<file path="config.mk">
export PLATFORM = sky130hd
export DESIGN_NAME = key_stepped_serializer_flat
export DESIGN_NICKNAME = d
export VERILOG_FILES = /design/src/rtl/key_stepped_serializer_if.sv /design/src/rtl/key_stepped_serializer.sv /design/src/flat_wrapper.sv
export SDC_FILE = /design/constraint.sdc
export NUM_CORES = 1
export LEC_CHECK = 0
export BUFFER_PORTS_ARGS = -buffer_cell sky130_fd_sc_hd__buf_2
export CAP_MARGIN = 10
export CELL_PAD_IN_SITES_DETAIL_PLACEMENT = 1
export CELL_PAD_IN_SITES_GLOBAL_PLACEMENT = 2
export CORE_UTILIZATION = 40
export CTS_CLUSTER_SIZE = 20
export DETAILED_ROUTE_END_ITERATION = 6
export PLACE_DENSITY = 0.84
export SLEW_MARGIN = 40
export SYNTH_ARGS = -nofsm -noshare
export SYNTH_HDL_FRONTEND = slang
export SYNTH_SLANG_ARGS = --single-unit
</file>
<file path="constraint.sdc">
create_clock -name clock -period 3.1 [get_ports clock]
set_clock_uncertainty 0.1 [all_clocks]
set_input_delay 0.62 -clock clock [delete_from_list [all_inputs] [get_ports clock]]
set_output_delay 0.62 -clock clock [all_outputs]
set_load 0.05 [all_outputs]
</file>
<file path="src/rtl/key_stepped_serializer_if.sv">
// Signal bundle between the key-stepped serializer and its environment:
// raw key and load/pattern in, serial bit plus step/busy/done/bit_idx out.
interface key_stepped_serializer_if #(
  parameter int WIDTH = 8
);
  localparam int IDX_W = $clog2(WIDTH + 1);

  logic             key_n;
  logic             load;
  logic [WIDTH-1:0] pattern;
  logic             w;
  logic             step;
  logic             busy;
  logic             done;
  logic [IDX_W-1:0] bit_idx;

  modport master (
    output key_n, load, pattern,
    input  w, step, busy, done, bit_idx
  );

  modport slave (
    input  key_n, load, pattern,
    output w, step, busy, done, bit_idx
  );
endinterface

</file>
<file path="src/rtl/key_stepped_serializer.sv">
// Debounces an active-low key into one-cycle step pulses and shifts a loaded
// pattern out MSB first, one bit per clean press.
module key_stepped_serializer #(
  parameter int WIDTH           = 8,
  parameter int DEBOUNCE_CYCLES = 50000
) (
  input logic                     clock,
  input logic                     resetn,
  key_stepped_serializer_if.slave sif
);
  localparam int IDX_W = $clog2(WIDTH + 1);
  localparam int CNT_W = $clog2(DEBOUNCE_CYCLES + 1);

  typedef enum logic [1:0] {IDLE, SHIFT, DONE} state_t;

  state_t           state_q, state_d;
  logic [1:0]       key_sync;
  logic             key_stable, key_stable_d, press_q;
  logic [CNT_W-1:0] db_cnt;
  logic [WIDTH-1:0] sr_q, sr_d;
  logic [IDX_W-1:0] idx_q, idx_d;
  logic             step_c;

  // Synchronizer, debouncer and falling-edge detect on the stable level.
  // press_q is the extra stage that aligns the step with the key latency.
  always_ff @(posedge clock or negedge resetn) begin
    if (!resetn) begin
      key_sync     <= 2'b11;
      key_stable   <= 1'b1;
      key_stable_d <= 1'b1;
      db_cnt       <= '0;
      press_q      <= 1'b0;
    end else begin
      key_sync     <= {key_sync[0], sif.key_n};
      key_stable_d <= key_stable;
      press_q      <= key_stable_d & ~key_stable;
      if (key_sync[1] == key_stable) begin
        db_cnt <= '0;
      end else if (db_cnt == CNT_W'(DEBOUNCE_CYCLES)) begin
        key_stable <= key_sync[1];
        db_cnt     <= '0;
      end else begin
        db_cnt <= db_cnt + CNT_W'(1);
      end
    end
  end

  always_ff @(posedge clock or negedge resetn) begin
    if (!resetn) begin
      state_q <= IDLE;
      sr_q    <= '0;
      idx_q   <= '0;
    end else begin
      state_q <= state_d;
      sr_q    <= sr_d;
      idx_q   <= idx_d;
    end
  end

  always_comb begin
    state_d = state_q;
    sr_d    = sr_q;
    idx_d   = idx_q;
    step_c  = 1'b0;
    case (state_q)
      IDLE: ;
      SHIFT: begin
        if (press_q && !sif.load) begin
          step_c = 1'b1;
          sr_d   = {sr_q[WIDTH-2:0], 1'b0};
          idx_d  = idx_q + IDX_W'(1);
          if (idx_q == IDX_W'(WIDTH - 1)) state_d = DONE;
        end
      end
      DONE: ;
      default: state_d = IDLE;
    endcase
    // Load wins over everything, including a coincident press.
    if (sif.load) begin
      state_d = SHIFT;
      sr_d    = sif.pattern;
      idx_d   = '0;
    end
  end

  assign sif.w       = (state_q == SHIFT) & sr_q[WIDTH-1];
  assign sif.step    = step_c;
  assign sif.busy    = (state_q == SHIFT);
  assign sif.done    = (state_q == DONE);
  assign sif.bit_idx = idx_q;
endmodule

</file>
<file path="src/flat_wrapper.sv">
// flat-port wrapper written by rule: the top's interface ports become plain ports
module key_stepped_serializer_flat 
#(
  parameter int WIDTH           = 8,
  parameter int DEBOUNCE_CYCLES = 50000
)
  (clock, resetn, sif_key_n, sif_load, sif_pattern, sif_w, sif_step, sif_busy, sif_done, sif_bit_idx);
  key_stepped_serializer_if #(.WIDTH(WIDTH)) sif_i ();
  input logic clock;
  input logic resetn;
  input wire logic [$bits(sif_i.key_n)-1:0] sif_key_n;
  input wire logic [$bits(sif_i.load)-1:0] sif_load;
  input wire logic [$bits(sif_i.pattern)-1:0] sif_pattern;
  output wire logic [$bits(sif_i.w)-1:0] sif_w;
  output wire logic [$bits(sif_i.step)-1:0] sif_step;
  output wire logic [$bits(sif_i.busy)-1:0] sif_busy;
  output wire logic [$bits(sif_i.done)-1:0] sif_done;
  output wire logic [$bits(sif_i.bit_idx)-1:0] sif_bit_idx;
  assign sif_i.key_n = sif_key_n;
  assign sif_i.load = sif_load;
  assign sif_i.pattern = sif_pattern;
  assign sif_w = sif_i.w;
  assign sif_step = sif_i.step;
  assign sif_busy = sif_i.busy;
  assign sif_done = sif_i.done;
  assign sif_bit_idx = sif_i.bit_idx;
  key_stepped_serializer #(.WIDTH(WIDTH), .DEBOUNCE_CYCLES(DEBOUNCE_CYCLES)) u_core (.clock(clock), .resetn(resetn), .sif(sif_i));
endmodule
</file>
==> impl_metrics.env <==
export IMPL_drive_above_1_share_pct=23.0
export IMPL_initial_utilization_pct=41.8
export IMPL_gr_total_overflow=0
export IMPL_cts_buffer_depth=2
export IMPL_crit_arrival_ns=1.62
export IMPL_cp_start_kind="flip-flop"
export IMPL_drc=0
export IMPL_die_area_mm2=0.00447
export IMPL_grt_pass1_vias=1251
export IMPL_cp_max_fo=13
export IMPL_nFillCells=472
export IMPL_final_cells=228
export IMPL_cpMaxStageDelayCell="dfrtp_1"
export IMPL_antenna_found_initial=0
export IMPL_worst_ir_drop_vdd_mv=0.165
export IMPL_cts_inserted_buffers=5
export IMPL_final_min_clock_period_ns=2.34
export IMPL_worstHoldPathType="in -> async"
export IMPL_setup_tns_ns=0
export IMPL_ant_nets=0
export IMPL_place_congestion=0.726
export IMPL_critPathTopFamily="simple AND/OR/NAND/NOR gates"
export IMPL_seq_area_um2=881
export IMPL_setup_violations_final=0
export IMPL_post_cts_resized=0
export IMPL_hold_viol_final=0
export IMPL_clock_tree_root_cell="clkbuf_8"
export IMPL_grt_usage_pct=18.7
export IMPL_route_vias_total=1194
export IMPL_pin_count=20
export IMPL_multi_input_area_um2=756
export IMPL_row_count=23
export IMPL_worstSetupEndpointType="output pin"
export IMPL_clk_pin_slew_ns=0.07
export IMPL_core_area_mm2=0.00403
export IMPL_yosys_cell_count_top_type="dfrtp_1"
export IMPL_async_flop_share_pct=100
export IMPL_routedWlPerCell_um=15.0
export IMPL_synth_ff_latch_count=35
export IMPL_syn_mean_instance_area_um2=10.8
export IMPL_h_tree_depth=2
export IMPL_tightest_slew_ns=0.437
export IMPL_antenna_cells=0
export IMPL_drt_iter0_drc=49
export IMPL_yosysTopAreaCell="dfrtp_1"
export IMPL_yosys_most_used_dff="dfrtp_1"
export IMPL_dp_final_hpwl_um=2380
export IMPL_slew_headroom_pct=70.9
export IMPL_crit_type="reg -> out"
export IMPL_synthTopCellsByCount="31 x dfrtp_1, 21 x nor2_1, 13 x nand2_1"
export IMPL_synth_area_mm2=0.00168
export IMPL_ys_seq_area_share_pct=52.3
export IMPL_chipWidth_um=66.9
export IMPL_cp_cell_sequence="nor2b_2 -> nand2_2 -> nor2_1 -> buf_2"
export IMPL_power_uw=877
export IMPL_cap_viol_max_count=0
export IMPL_final_core_util_pct=47.3
export IMPL_synth_cell_types=36
export IMPL_wl_um=3410
export IMPL_synth_top_area_share_pct=46.1
export IMPL_grt_pass1_wl_um=5970
export IMPL_first_pass_iters=4
export IMPL_numPortBuffers=19
export IMPL_hold_buffers=0
export IMPL_cts_num_sinks=35
export IMPL_syn_to_final_growth_pct=13.2
export IMPL_ys_top_cells_by_area="dfrtp_1 46%, dfstp_2 6.2%, xnor2_1 5.7%"
export IMPL_drv_slew=0
export IMPL_synth_nets=171
export IMPL_layout_nets=192
export IMPL_leakage_nw=0.904
export IMPL_worstPathRequired_ns=2.38
export IMPL_postCtsSetupBuffers=0
export IMPL_power_density_mw_per_mm2=460
export IMPL_finalCritPeriodShare_pct=75.5
export IMPL_holdWs_ns=0.170
export IMPL_syn_inst=156
export IMPL_viasPerCell=5.24
export IMPL_grt_max_degree=36
export IMPL_place_inst=220
export IMPL_clk_latency_ns=0.29
export IMPL_cts_tree="done"
export IMPL_cp_slowest_stage_delay_ns=0.40
export IMPL_die_h_um=66.9
export IMPL_crit_buf_inv=1
export IMPL_clock_fmax_ghz=0.427
export IMPL_synth_warnings=0
export IMPL_outcome="finished, final reports clean"
export IMPL_synth_edf_count=0
export IMPL_rsz0062_at_grt="no"
[cells by family after synthesis]
| kind of cell | count (synthesis) | share of synthesized area [%] |
|---|---|---|
| compound gates | 12 | 3.71 |
| simple gates | 71 | 25.3 |
| flops | 35 | 52.3 |
| fa+ha+maj | 3 | 2.23 |
| buf+inv | 10 | 2.82 |
| mux | 8 | 4.83 |
| xor+xnor | 17 | 8.84 |
[final cells by class]
class | count | share of cell area [%]
Inverter | 5 | 0.984
Multi-Input combinational cell | 111 | 39.6
Clock inverter | 1 | 0.262
Clock buffer | 7 | 4.53
Tap cell | 50 | 3.28
Timing Repair Buffer | 19 | 5.12
Sequential cell | 35 | 46.2
[per-stage QoR]
| stage | area [um2] | setup slack [ns] |
|---|---|---|
| after floorplan | 1680 | 0.398 |
| after global placement | 1810 | 1.13 |
| after detailed placement | 1810 | 1.05 |
| after CTS | 1900 | 0.735 |
| after global routing | 1910 | 0.640 |
| final | 1910 | 0.758 |
[sequential cells by signal (all words and copies together), names as in the netlist]
signal	flops
u_core.key_stable_d	1
u_core.db_cnt	16
u_core.key_stable	1
u_core.key_sync	2
u_core.sif.bit_idx	4
u_core.sr_q	8
u_core.state_q	2
u_core.press_q	1
[worst paths after layout]
| check | startpoint | to | slack [ns] | depth (start not counted) |
|---|---|---|---|---|
| worst max-delay path | u_core.state_q[1] | sif_step | 0.76 | 4 |
| worst min-delay path | resetn | u_core.db_cnt[3] | 0.17 | 1 |
| worst max register to register | u_core.db_cnt[0] | u_core.db_cnt[7] | 1.34 | 6 |
| worst min register to register | u_core.key_sync[0] | u_core.key_sync[1] | 0.27 | 0 |
| max in group asynchronous | resetn | u_core.key_stable | 2.40 | 1 |
| min in group clock | u_core.key_sync[0] | u_core.key_sync[1] | 0.27 | 0 |
[per-layer routing]
layer | track usage, % | vias up | wire length, um
met2 | 31.2 | 19 | 1720
met3 | 4.11 | 8 | 110
met4 | 9.57 | 0 | 63
met1 | 22.3 | 597 | 1520
met5 | 0 | - | 0
li1 | - | 570 | -
[placed cells by master (no fill, tap or decap), drive strengths merged]
| cell type | Yosys | routed |
|---|---|---|
| nand4 | 6 | 6 |
| nor4 | 3 | 3 |
| ha | 3 | 3 |
| nand2 | 15 | 15 |
| xor2 | 6 | 6 |
| a21o | 1 | 1 |
| nor2 | 22 | 22 |
| o21ai | 9 | 9 |
| dfstp | 4 | 4 |
| nor3b | 2 | 2 |
| xnor2 | 11 | 11 |
| and4b | 1 | 1 |
| nor3 | 4 | 4 |
| clkbuf | 2 | 7 |
| and4 | 1 | 1 |
| nor2b | 3 | 3 |
| buf | 3 | 19 |
| nor4b | 1 | 1 |
| dfrtp | 31 | 31 |
| nand3 | 8 | 8 |
| clkinv | 0 | 1 |
| and3 | 1 | 1 |
| inv | 5 | 5 |
| mux2 | 1 | 1 |
| a21oi | 2 | 2 |
| mux2i | 7 | 7 |
| or3 | 1 | 1 |
| and2 | 1 | 1 |
| nor4bb | 1 | 1 |
| nand4b | 1 | 1 |
[report_power, final]
part	switching (mW)	internal [mW]
Combinational	0.0324	0.0177
Sequential	0.0117	0.472
Clock	0.164	0.179
Total	0.208	0.668
[worst reg2reg max path, stage by stage (launching register included)]
cell and delay (ns):
dfrtp_1 0.44, inv_1 0.08, ha_1 0.14, nor4bb_1 0.23, nand4_1 0.22, nand2_2 0.32
nor2_1 0.10
Power figures use the tool's default switching activity.
